<file path="src/rtl/mux_pkg.sv">
// mux_pkg: shared sizing helpers for the pipelined N:1 mux tree
package mux_pkg;

    function automatic int clog4(input int n);
        int l;
        int c;
        l = 0;
        c = 1;
        while (c < n) begin
            c = c * 4;
            l = l + 1;
        end
        return l;
    endfunction

    function automatic int pad4(input int levels);
        return 4 ** levels;
    endfunction

endpackage

</file>
<file path="src/rtl/mux4_stage.sv">
// mux4_stage: one registered 4:1 lane of the mux tree
module mux4_stage
    import mux_pkg::*;
#(
    parameter int WIDTH = 8
) (
    input  logic               clk,
    input  logic               rst,
    input  logic [4*WIDTH-1:0] d,
    input  logic [1:0]         s,
    output logic [WIDTH-1:0]   q
);

    // pick one of the four lanes and register it
    always_ff @(posedge clk or posedge rst)
        if (rst) q <= '0;
        else     q <= d[s*WIDTH +: WIDTH];

endmodule

</file>
<file path="src/rtl/mux_nx1_pipe.sv">
// mux_nx1_pipe: pipelined N:1 mux tree with valid/select tagging and round-robin scan
module mux_nx1_pipe
    import mux_pkg::*;
#(
    parameter  int WIDTH  = 8,
    parameter  int NUM_IN = 9,
    localparam int LEVELS = clog4(NUM_IN),
    localparam int SEL_W  = 2 * LEVELS
) (
    input  logic                    clk,
    input  logic                    rst,
    input  logic [NUM_IN*WIDTH-1:0] in_data,
    input  logic                    in_valid,
    input  logic [SEL_W-1:0]        sel,
    input  logic                    scan_en,
    output logic [WIDTH-1:0]        out_data,
    output logic                    out_valid,
    output logic [SEL_W-1:0]        out_sel,
    output logic                    sel_err
);

    localparam int PAD = pad4(LEVELS);

    logic [SEL_W-1:0]     scan_cnt;
    logic [SEL_W-1:0]     esel;
    logic                 oor;
    logic [PAD*WIDTH-1:0] in_pad;
    logic [SEL_W-1:0]     sb_sel [LEVELS];
    logic                 sb_vld [LEVELS];
    logic                 sb_err [LEVELS];

    assign esel   = scan_en ? scan_cnt : sel;
    assign oor    = 32'(esel) >= NUM_IN;
    // unused padded channels read as zero, so out-of-range selects yield 0 data for free
    assign in_pad = (PAD*WIDTH)'(in_data);

    // round-robin channel counter: cleared while scan is off, advances only on valid samples
    always_ff @(posedge clk or posedge rst)
        if (rst)           scan_cnt <= '0;
        else if (!scan_en) scan_cnt <= '0;
        else if (in_valid) scan_cnt <= (scan_cnt == SEL_W'(NUM_IN - 1)) ? '0 : scan_cnt + 1'b1;

    // sideband travels with the data so each level sees the select of its own sample
    always_ff @(posedge clk or posedge rst)
        if (rst) begin
            for (int i = 0; i < LEVELS; i++) begin
                sb_sel[i] <= '0;
                sb_vld[i] <= 1'b0;
                sb_err[i] <= 1'b0;
            end
        end else begin
            sb_sel[0] <= esel;
            sb_vld[0] <= in_valid;
            sb_err[0] <= in_valid & oor;
            for (int i = 1; i < LEVELS; i++) begin
                sb_sel[i] <= sb_sel[i-1];
                sb_vld[i] <= sb_vld[i-1];
                sb_err[i] <= sb_err[i-1];
            end
        end

    for (genvar j = 0; j < LEVELS; j++) begin : g_lvl
        localparam int N_OUT = 4 ** (LEVELS - 1 - j);
        logic [4*N_OUT*WIDTH-1:0] d;
        logic [N_OUT*WIDTH-1:0]   q;
        logic [1:0]               s;
        if (j == 0) begin : g_first
            assign d = in_pad;
            assign s = esel[1:0];
        end else begin : g_next
            assign d = g_lvl[j-1].q;
            assign s = sb_sel[j-1][2*j+1:2*j];
        end
        for (genvar k = 0; k < N_OUT; k++) begin : g_mux
            mux4_stage #(.WIDTH(WIDTH)) u_mux (
                .clk (clk),
                .rst (rst),
                .d   (d[k*4*WIDTH +: 4*WIDTH]),
                .s   (s),
                .q   (q[k*WIDTH +: WIDTH])
            );
        end
    end

    assign out_data  = g_lvl[LEVELS-1].q;
    assign out_valid = sb_vld[LEVELS-1];
    assign out_sel   = sb_sel[LEVELS-1];
    assign sel_err   = sb_err[LEVELS-1];

endmodule

</file>
<file path="config.mk">
export PLATFORM = sky130hd
export DESIGN_NAME = mux_nx1_pipe
export DESIGN_NICKNAME = d
export VERILOG_FILES = /design/src/rtl/mux_pkg.sv /design/src/rtl/mux4_stage.sv /design/src/rtl/mux_nx1_pipe.sv
export SDC_FILE = /design/constraint.sdc
export NUM_CORES = 1
export LEC_CHECK = 0
export CORE_ASPECT_RATIO = 0.75
export CORE_MARGIN = 2
export CORE_UTILIZATION = 30
export DETAILED_ROUTE_END_ITERATION = 16
export DONT_BUFFER_PORTS = 1
export PLACE_DENSITY = 0.44
export SLEW_MARGIN = 20
export SYNTH_ARGS = -nofsm -noshare
export SYNTH_HDL_FRONTEND = slang
export SYNTH_SLANG_ARGS = --single-unit
</file>
<file path="constraint.sdc">
create_clock -name clk -period 3.8 [get_ports clk]
set_input_delay 0.76 -clock clk [delete_from_list [all_inputs] [get_ports clk]]
set_output_delay 0.76 -clock clk [all_outputs]
set_load 0.02 [all_outputs]
</file>
======== Word level (Yosys, flattened, before mapping) ========
Index checks and enable logic that the tools add are counted.
storage, ports and cells
  memories kept ........................... 0
  logic and storage cells ................. 26
  register bits after elaboration ......... 56
  bits of input ports ..................... 80
  output and inout port bits .............. 14
  RAM bits ................................ 0
  ROM bits ................................ 0
  latch bits .............................. 0
operators by class
  mux-type cells .......................... 4
  equal/unequal tests ..................... 2
  $mul .................................... 0
  shifts and indexed selects .............. 5
  magnitude comparators ................... 1
  bitwise logic cells ..................... 1
  reductions and logical operators ........ 0
  divide/modulo/power cells ............... 0
  add/sub/neg operators ................... 1
operator list
  kind                                                                           count
  32-bit by 6-bit variable part select with 8-bit output                         4
  32-bit by 6-bit variable part select with 8-bit output (first input constant)  1
  4-bit two-way mux                                                              4
  4-bit by 1-bit adder with 4-bit output (second input constant)                 1
  4-bit == test (second input constant)                                          1
  4-bit greater-or-equal comparator (second input constant)                      1
  2-bit != test (second input constant)                                          1
  1-bit AND                                                                      1

======== Longest topological paths before layout ========
Gate-level depths: netlist (run 1).
  depth after elaboration ................. 4
  mapped depth ............................ 5
  mapped depth without buffers ............ 5

======== Cells and area by module ========
From an unflattened synthesis (run 1), not the netlist that was laid out.
unflattened totals
  cell total of the unflattened synthesis .. 145
  area total of the unflattened synthesis .. 2642.5 sq um
modules (own cells, without submodules)
  module        sequential area each (sq um)  cells an instance  area an instance (sq um)  times used
  mux4_stage    200.2                         19                 400.4                     5
  mux_nx1_pipe  400.4                         50                 640.6                     1

======== Worst setup path before layout (run 1) ========
OpenSTA, ideal clock, no wires.
  kind .................................... input-to-reg
  start ................................... in scan_en
  end ..................................... reg g_lvl[0].g_mux[0].u_mux.q[5]
  path slack .............................. 1977 ps
  setup time .............................. 136 ps
  required time ........................... 3664 ps
  buffers on the path ..................... 2
  stages .................................. 5
  arrival time ............................ 1687 ps
  cell sequence ........................... buf_6 -> mux2i_4 -> buf_6 -> mux2i_1 -> mux2i_1
on the way
  word-level cells in the longest chain between the ends .. 2
RTL lines
  item                                                    RTL line            text
  start, declared                                         mux_nx1_pipe.sv:15  input logic scan_en,
  4-bit two-way mux                                       mux_nx1_pipe.sv:32  assign esel = scan_en ? scan_cnt : sel;
  32-bit by 6-bit variable part select with 8-bit output  mux4_stage.sv:17    else q <= d[s*WIDTH +: WIDTH];
  end signal, assigned                                    mux4_stage.sv:17
  end, declared                                           mux4_stage.sv:11    output logic [WIDTH-1:0] q
Every way passes these cells.
A chain may end at the register's enable or synchronous reset.

======== Worst setup path in the final report (run 1) ========
  start ................................... in scan_en
  end ..................................... reg g_lvl[0].g_mux[0].u_mux.q[4]
The elaborated chain is that of the path after synthesis.

==> results of run 1 <==
kinds of logic after synthesis:
logic type	Yosys count
AOI/OAI and AO/OA	17
adders and majority gates	2
buffers and inverters	16
DFF	48
muxes	61
and+or+nand+nor	26
power by group through the flow:
stage / clock, mW / sequential (mW) / combinational [mW]
floorplan: 0 / 0.604 / 0.127
global placement: 0 / 0.621 / 0.130
detailed placement: 0 / 0.621 / 0.134
CTS: 0.298 / 0.611 / 0.134
global route: 0.324 / 0.616 / 0.146
finish: 0.283 / 0.610 / 0.129
cell usage after synthesis, drive strengths merged:
| master | number |
|---|---|
| o211a | 1 |
| nand2b | 1 |
| dfrtp | 48 |
| buf | 10 |
| a21boi | 4 |
| nand2 | 12 |
| and4b | 1 |
| or3b | 1 |
| mux2i | 59 |
| o211ai | 1 |
| a31oi | 1 |
| clkbuf | 1 |
| ha | 2 |
| mux2 | 2 |
| nor2b | 10 |
| inv | 5 |
| nor3 | 1 |
| o21ai | 10 |
path summary, 6_finish.rpt:
path / cells past startpoint / slack (ns) / endpoint / from
worst max-delay path: 4 / 2.11 / g_lvl[0].g_mux[0].u_mux.q[4] / scan_en
worst max register to register: 2 / 2.15 / g_lvl[0].g_mux[0].u_mux.q[4] / scan_cnt[1]
worst min-delay path: 0 / 0.35 / out_sel[1] / sb_sel[5]
max in group asynchronous: 1 / 2.85 / scan_cnt[3] / rst
worst min register to register: 0 / 0.35 / out_sel[1] / sb_sel[5]
min in group asynchronous: 1 / 0.47 / out_sel[3] / rst
flip-flops by register name (all words and copies together), names as in the netlist:
register	count
out_sel	4
sb_err	1
sb_vld	1
out_valid	1
sel_err	1
g_lvl.g_mux.u_mux.q	32
scan_cnt	4
sb_sel	2
g_lvl.s	2
through the flow:
stage,hold WS (ns),util,std cells,total power [mW],area (sq um)
final,0.354,0.323,268,1.02,2340
after global routing,0.370,0.323,268,1.09,2340
after CTS,0.355,0.322,268,1.04,2340
after detailed placement,0.335,0.312,261,0.755,2260
after global placement,0.333,0.312,261,0.751,2260
after floorplan,0.331,-,170,0.732,2220
layer usage:
metal,GRT usage,up-vias
met5,0,-
met4,0.0579,0
met3,0.0347,11
met2,0.158,55
met1,0.151,604
li1,-,579
cell type report:
type | instances | area, sq um
multi-input cells | 106 | 911
inverters | 5 | 20.0
flip-flops and latches | 48 | 1200
clock buffers | 6 | 72.6
fillers | 727 | 4920
repair buffers | 1 | 7.51
well taps | 101 | 126
clock inverters | 1 | 5.00
==> flow_metrics.env, run 1 <==
export IMPL_status="complete, no violations"
export IMPL_setup_worst_path_end_class="flip-flop"
export IMPL_htree_num_levels=2
export IMPL_area_growth_pct=5.46
export IMPL_pwr_share_clk=0.277
export IMPL_swShare=0.267
export IMPL_path_max_fanout=33
export IMPL_nets=249
export IMPL_netlist_top_cells_area="dfrtp_1, mux2i_1, nor2b_1, o21ai_1, buf_6"
export IMPL_powerDensity_nw_per_um2=436
export IMPL_gp_congestion=0.664
export IMPL_ys_ff_latch=48
export IMPL_maxCapViolations=0
export IMPL_grt_pass1_wl_um=6670
export IMPL_grt_pass1_vias=1266
export IMPL_grt_max_degree=49
export IMPL_synth_top_area_share=0.541
export IMPL_cts_sinks=48
export IMPL_grt_overflow=0
export IMPL_vias=1249
export IMPL_slowest_stage="buf_4"
export IMPL_cts_resized=0
export IMPL_slowest_delay_ns=0.46
export IMPL_place_hpwl_um=3270
export IMPL_seqPwrFrac=0.597
export IMPL_drive_gt1_frac=0.0838
export IMPL_diodes=0
export IMPL_drt_iter0_drc=52
export IMPL_tightest_slew_ns=0.841
export IMPL_hold_viol_final=0
export IMPL_p_comb_frac=0.127
export IMPL_synth_net_count=252
export IMPL_hp_class="flip-flop to flip-flop"
export IMPL_cts_clk_slew_worst_paths_ns=0.08
export IMPL_dieArea_sq_um=8120
export IMPL_cts_tree="yes"
export IMPL_clock_tree_root_cell="clkbuf_8"
export IMPL_fmax_ghz=0.590
export IMPL_wl_per_cell_um=16.2
export IMPL_wl_met3_um=264
export IMPL_synth_mux_area_frac=0.287
export IMPL_arrival_ns=1.81
export IMPL_avgViaCountPerCell=4.66
export IMPL_crit_type="primary input to flip-flop"
export IMPL_cp_required_ns=3.91
export IMPL_ys_seq_area_frac=0.541
export IMPL_period_minus_slack_ns=1.69
export IMPL_synthCells=170
export IMPL_syn_area_sq_um=2220
export IMPL_cp_cell_sequence="mux2i_4 -> buf_4 -> mux2i_1 -> mux2i_1"
export IMPL_clock_latency_ns=0.30
export IMPL_numCtsBuffers=5
export IMPL_crit_top_cell="mux2i_1"
export IMPL_die_h_um=78.5
export IMPL_internal_power_uw=748
export IMPL_rsz0062_at_grt="no"
export IMPL_synth_compound_area_frac=0.0495
export IMPL_ys_types=25
export IMPL_slew_headroom=0.427
export IMPL_fin_skew_ns=0.00523
export IMPL_dr_pass1_iters=3
export IMPL_syn_avg_cell_area_sq_um=13.1
export IMPL_track_usage=0.112
export IMPL_rows=27
export IMPL_numPortBuffers=0
export IMPL_drc=0
export IMPL_critPathLaunchType="primary input"
export IMPL_synthSimpleGateAreaFrac=0.0619
export IMPL_yosysTopAreaCell="dfrtp_1"
export IMPL_setup_ws_ns=2.11
export IMPL_slew_viol_final=0
export IMPL_dr_max_layer_used="met4"
export IMPL_min_period_over_period=0.446
export IMPL_final_cell_mix="mux2i_1, dfrtp_1, nand2_1, nor2b_1, o21ai_1"
export IMPL_power_leakage_nw=1.16
export IMPL_place_ws_ns=1.78
export IMPL_post_cts_buffers=0
export IMPL_cts_hold_buf=0
export IMPL_ir_worst_vdd_uv=122
export IMPL_switchingPower_uw=273
export IMPL_clock_path_buffers=2
export IMPL_setup_viol=0
export IMPL_m1WireLength_um=1950
export IMPL_routed_wl_um=4340
export IMPL_yosysWarnings=0
export IMPL_antenna_left=0
export IMPL_synth_xor_area_frac=0
export IMPL_core_area_sq_um=7260
export IMPL_synth_top_family_by_area="multiplexers"
export IMPL_synthAdderAreaFrac=0.0113
export IMPL_met2_length_um=2010
export IMPL_die_w_um=103
export IMPL_layout_commonest_cell="mux2i_1"
export IMPL_critical_path_top_delay_family="multiplexers"
export IMPL_setup_tns_ns=0
export IMPL_cp_num_buf_inv=1
export IMPL_start_util=0.306
export IMPL_antenna_found_initial=0
export IMPL_ios=94
(Power assumes the default switching activity.)
==> inputs of run 2 (changes only) <==
Settings changed: PLACE_DENSITY 0.44 to 0.45.
Clock period 3.8 ns to 1.5 ns, I/O delays scaled along.
==> flow_metrics.env, run 2 (synthesis gave the netlist of run 1 again) <==
export IMPL_status="complete, no violations"
export IMPL_place_hpwl_um=3380
export IMPL_start_util=0.306
export IMPL_switchingPower_uw=696
export IMPL_drt_iter0_drc=56
export IMPL_slowest_stage="dfrtp_2"
export IMPL_pwr_share_clk=0.355
export IMPL_grt_max_degree=34
export IMPL_hp_class="primary input to flip-flop"
export IMPL_rsz0062_at_grt="no"
export IMPL_wl_per_cell_um=15.8
export IMPL_cp_required_ns=1.66
export IMPL_m1WireLength_um=1970
export IMPL_p_comb_frac=0.122
export IMPL_setup_tns_ns=0
export IMPL_grt_pass1_wl_um=6960
export IMPL_critPathLaunchType="flip-flop"
export IMPL_avgViaCountPerCell=4.44
export IMPL_die_h_um=78.5
export IMPL_grt_overflow=0
export IMPL_cts_clk_slew_worst_paths_ns=0.08
export IMPL_slew_headroom=0.735
export IMPL_dr_pass1_iters=3
export IMPL_die_w_um=103
export IMPL_numCtsBuffers=5
export IMPL_nets=257
export IMPL_dr_max_layer_used="met4"
export IMPL_period_minus_slack_ns=1.38
export IMPL_wl_met3_um=267
export IMPL_setup_viol=0
export IMPL_track_usage=0.115
export IMPL_drive_gt1_frac=0.137
export IMPL_maxCapViolations=0
export IMPL_clock_path_buffers=2
export IMPL_fin_skew_ns=0.00487
export IMPL_fmax_ghz=0.724
export IMPL_layout_commonest_cell="mux2i_1"
export IMPL_drc=0
export IMPL_arrival_ns=1.55
export IMPL_cp_cell_sequence="mux2i_4 -> buf_12 -> mux2i_1 -> mux2i_1"
export IMPL_reg2reg_slack_ns=0.12
export IMPL_hold_viol_final=0
export IMPL_crit_type="flip-flop to flip-flop"
export IMPL_ios=94
export IMPL_hold_worst_slack_ns=0.0399
export IMPL_tightest_slew_ns=0.398
export IMPL_swShare=0.235
export IMPL_path_max_fanout=33
export IMPL_total_power_mw=2.96
export IMPL_cts_tree="yes"
export IMPL_vias=1225
export IMPL_final_core_util=0.342
export IMPL_powerDensity_nw_per_um2=1190
export IMPL_routed_wl_um=4360
export IMPL_clock_tree_root_cell="clkbuf_8"
export IMPL_slew_viol_final=0
export IMPL_min_period_over_period=0.921
export IMPL_seqPwrFrac=0.523
export IMPL_power_leakage_nw=1.23
export IMPL_final_cell_mix="mux2i_1, dfrtp_1, nand2_1, nor2b_1, o21ai_1"
export IMPL_rows=27
export IMPL_setup_worst_path_end_class="flip-flop"
export IMPL_core_area_sq_um=7260
export IMPL_largest_reg_flops=32
export IMPL_clock_latency_ns=0.29
export IMPL_htree_num_levels=2
export IMPL_regMostFlops="g_lvl.g_mux.u_mux.q"
export IMPL_n_fill_cell=726
export IMPL_slowest_delay_ns=0.45
export IMPL_crit_top_cell="mux2i_1"
export IMPL_cts_sinks=48
export IMPL_diodes=0
export IMPL_internal_power_mw=2.26
export IMPL_antenna_left=0
export IMPL_grt_pass1_vias=1343
export IMPL_ir_worst_vdd_uv=391
export IMPL_antenna_found_initial=0
export IMPL_numPortBuffers=0
export IMPL_dieArea_sq_um=8120
export IMPL_met2_length_um=2050
export IMPL_area_growth_pct=11.8
export IMPL_gp_congestion=0.683
run 2: cell count changes in the layout (fill, tap and decap cells not counted):
cell	before	now
buf_12	0	2
buf_4	1	6
bufinv_16	0	2
clkbuf_1	1	0
clkinv_2	2	0
dfrtp_1	48	46
dfrtp_2	0	2
dlygate4sd3_1	0	1
inv_2	2	3
run 2: layout make-up:
cell class / instances / area [sq um] / share of cell area
inverters: 5 / 18.8 / 0.00756
well taps: 101 / 126 / 0.0509
clock buffers: 5 / 68.8 / 0.0277
repair buffers: 9 / 95.1 / 0.0383
flip-flops and latches: 48 / 1200 / 0.485
multi-input cells: 106 / 911 / 0.367
clock inverters: 2 / 60.1 / 0.0242
run 2: worst paths after layout:
path,start,endpoint,cells past startpoint
hold / removal,in_valid,sb_vld[1],0
setup / recovery,scan_cnt[0],g_lvl[0].g_mux[0].u_mux.q[4],4
hold reg to reg,sb_sel[4],out_sel[0],0
max in group asynchronous,rst,g_lvl[0].g_mux[1].u_mux.q[4],3
setup reg to reg,scan_cnt[0],g_lvl[0].g_mux[0].u_mux.q[4],4
min in group asynchronous,rst,out_valid,3
run 2: power groups by stage:
stage	logic, mW	clock network, mW	registers, mW
floorplan	0.322	0	1.53
global placement	0.355	0	1.57
detailed placement	0.366	0	1.58
CTS	0.370	1.09	1.55
global route	0.409	1.15	1.56
finish	0.360	1.05	1.55
run 2: what timing repair did:
| item | 4_1_cts | 5_1_grt |
|---|---|---|
| gates resized for setup | 0 | 2 |
| endpoints found under the hold margin | 48 | 0 |
| hold buffers | 1 | 0 |
| setup endpoints to repair | 0 | 1 |
| buffers inserted | 0 | 1 |
run 2: worst max-delay path: cells and delay by family (launching register included):
family | cells | cell delay, ns
flops | 1 | 0.45
mux | 3 | 0.53
buf+inv | 1 | 0.27
run 2: per-layer routing:
layer,vias up,global-route usage
li1,597,-
met1,570,0.156
met2,52,0.174
met3,6,0.0329
met4,0,0.0395
met5,-,0
run 2: metrics by stage:
step	setup slack [ns]	cells	cell area, sq um
after floorplan	0.0555	170	2220
after global placement	0.166	267	2330
after detailed placement	0.0571	267	2330
after CTS	0.0139	275	2470
after global routing	0.0174	276	2480
final	0.118	276	2480
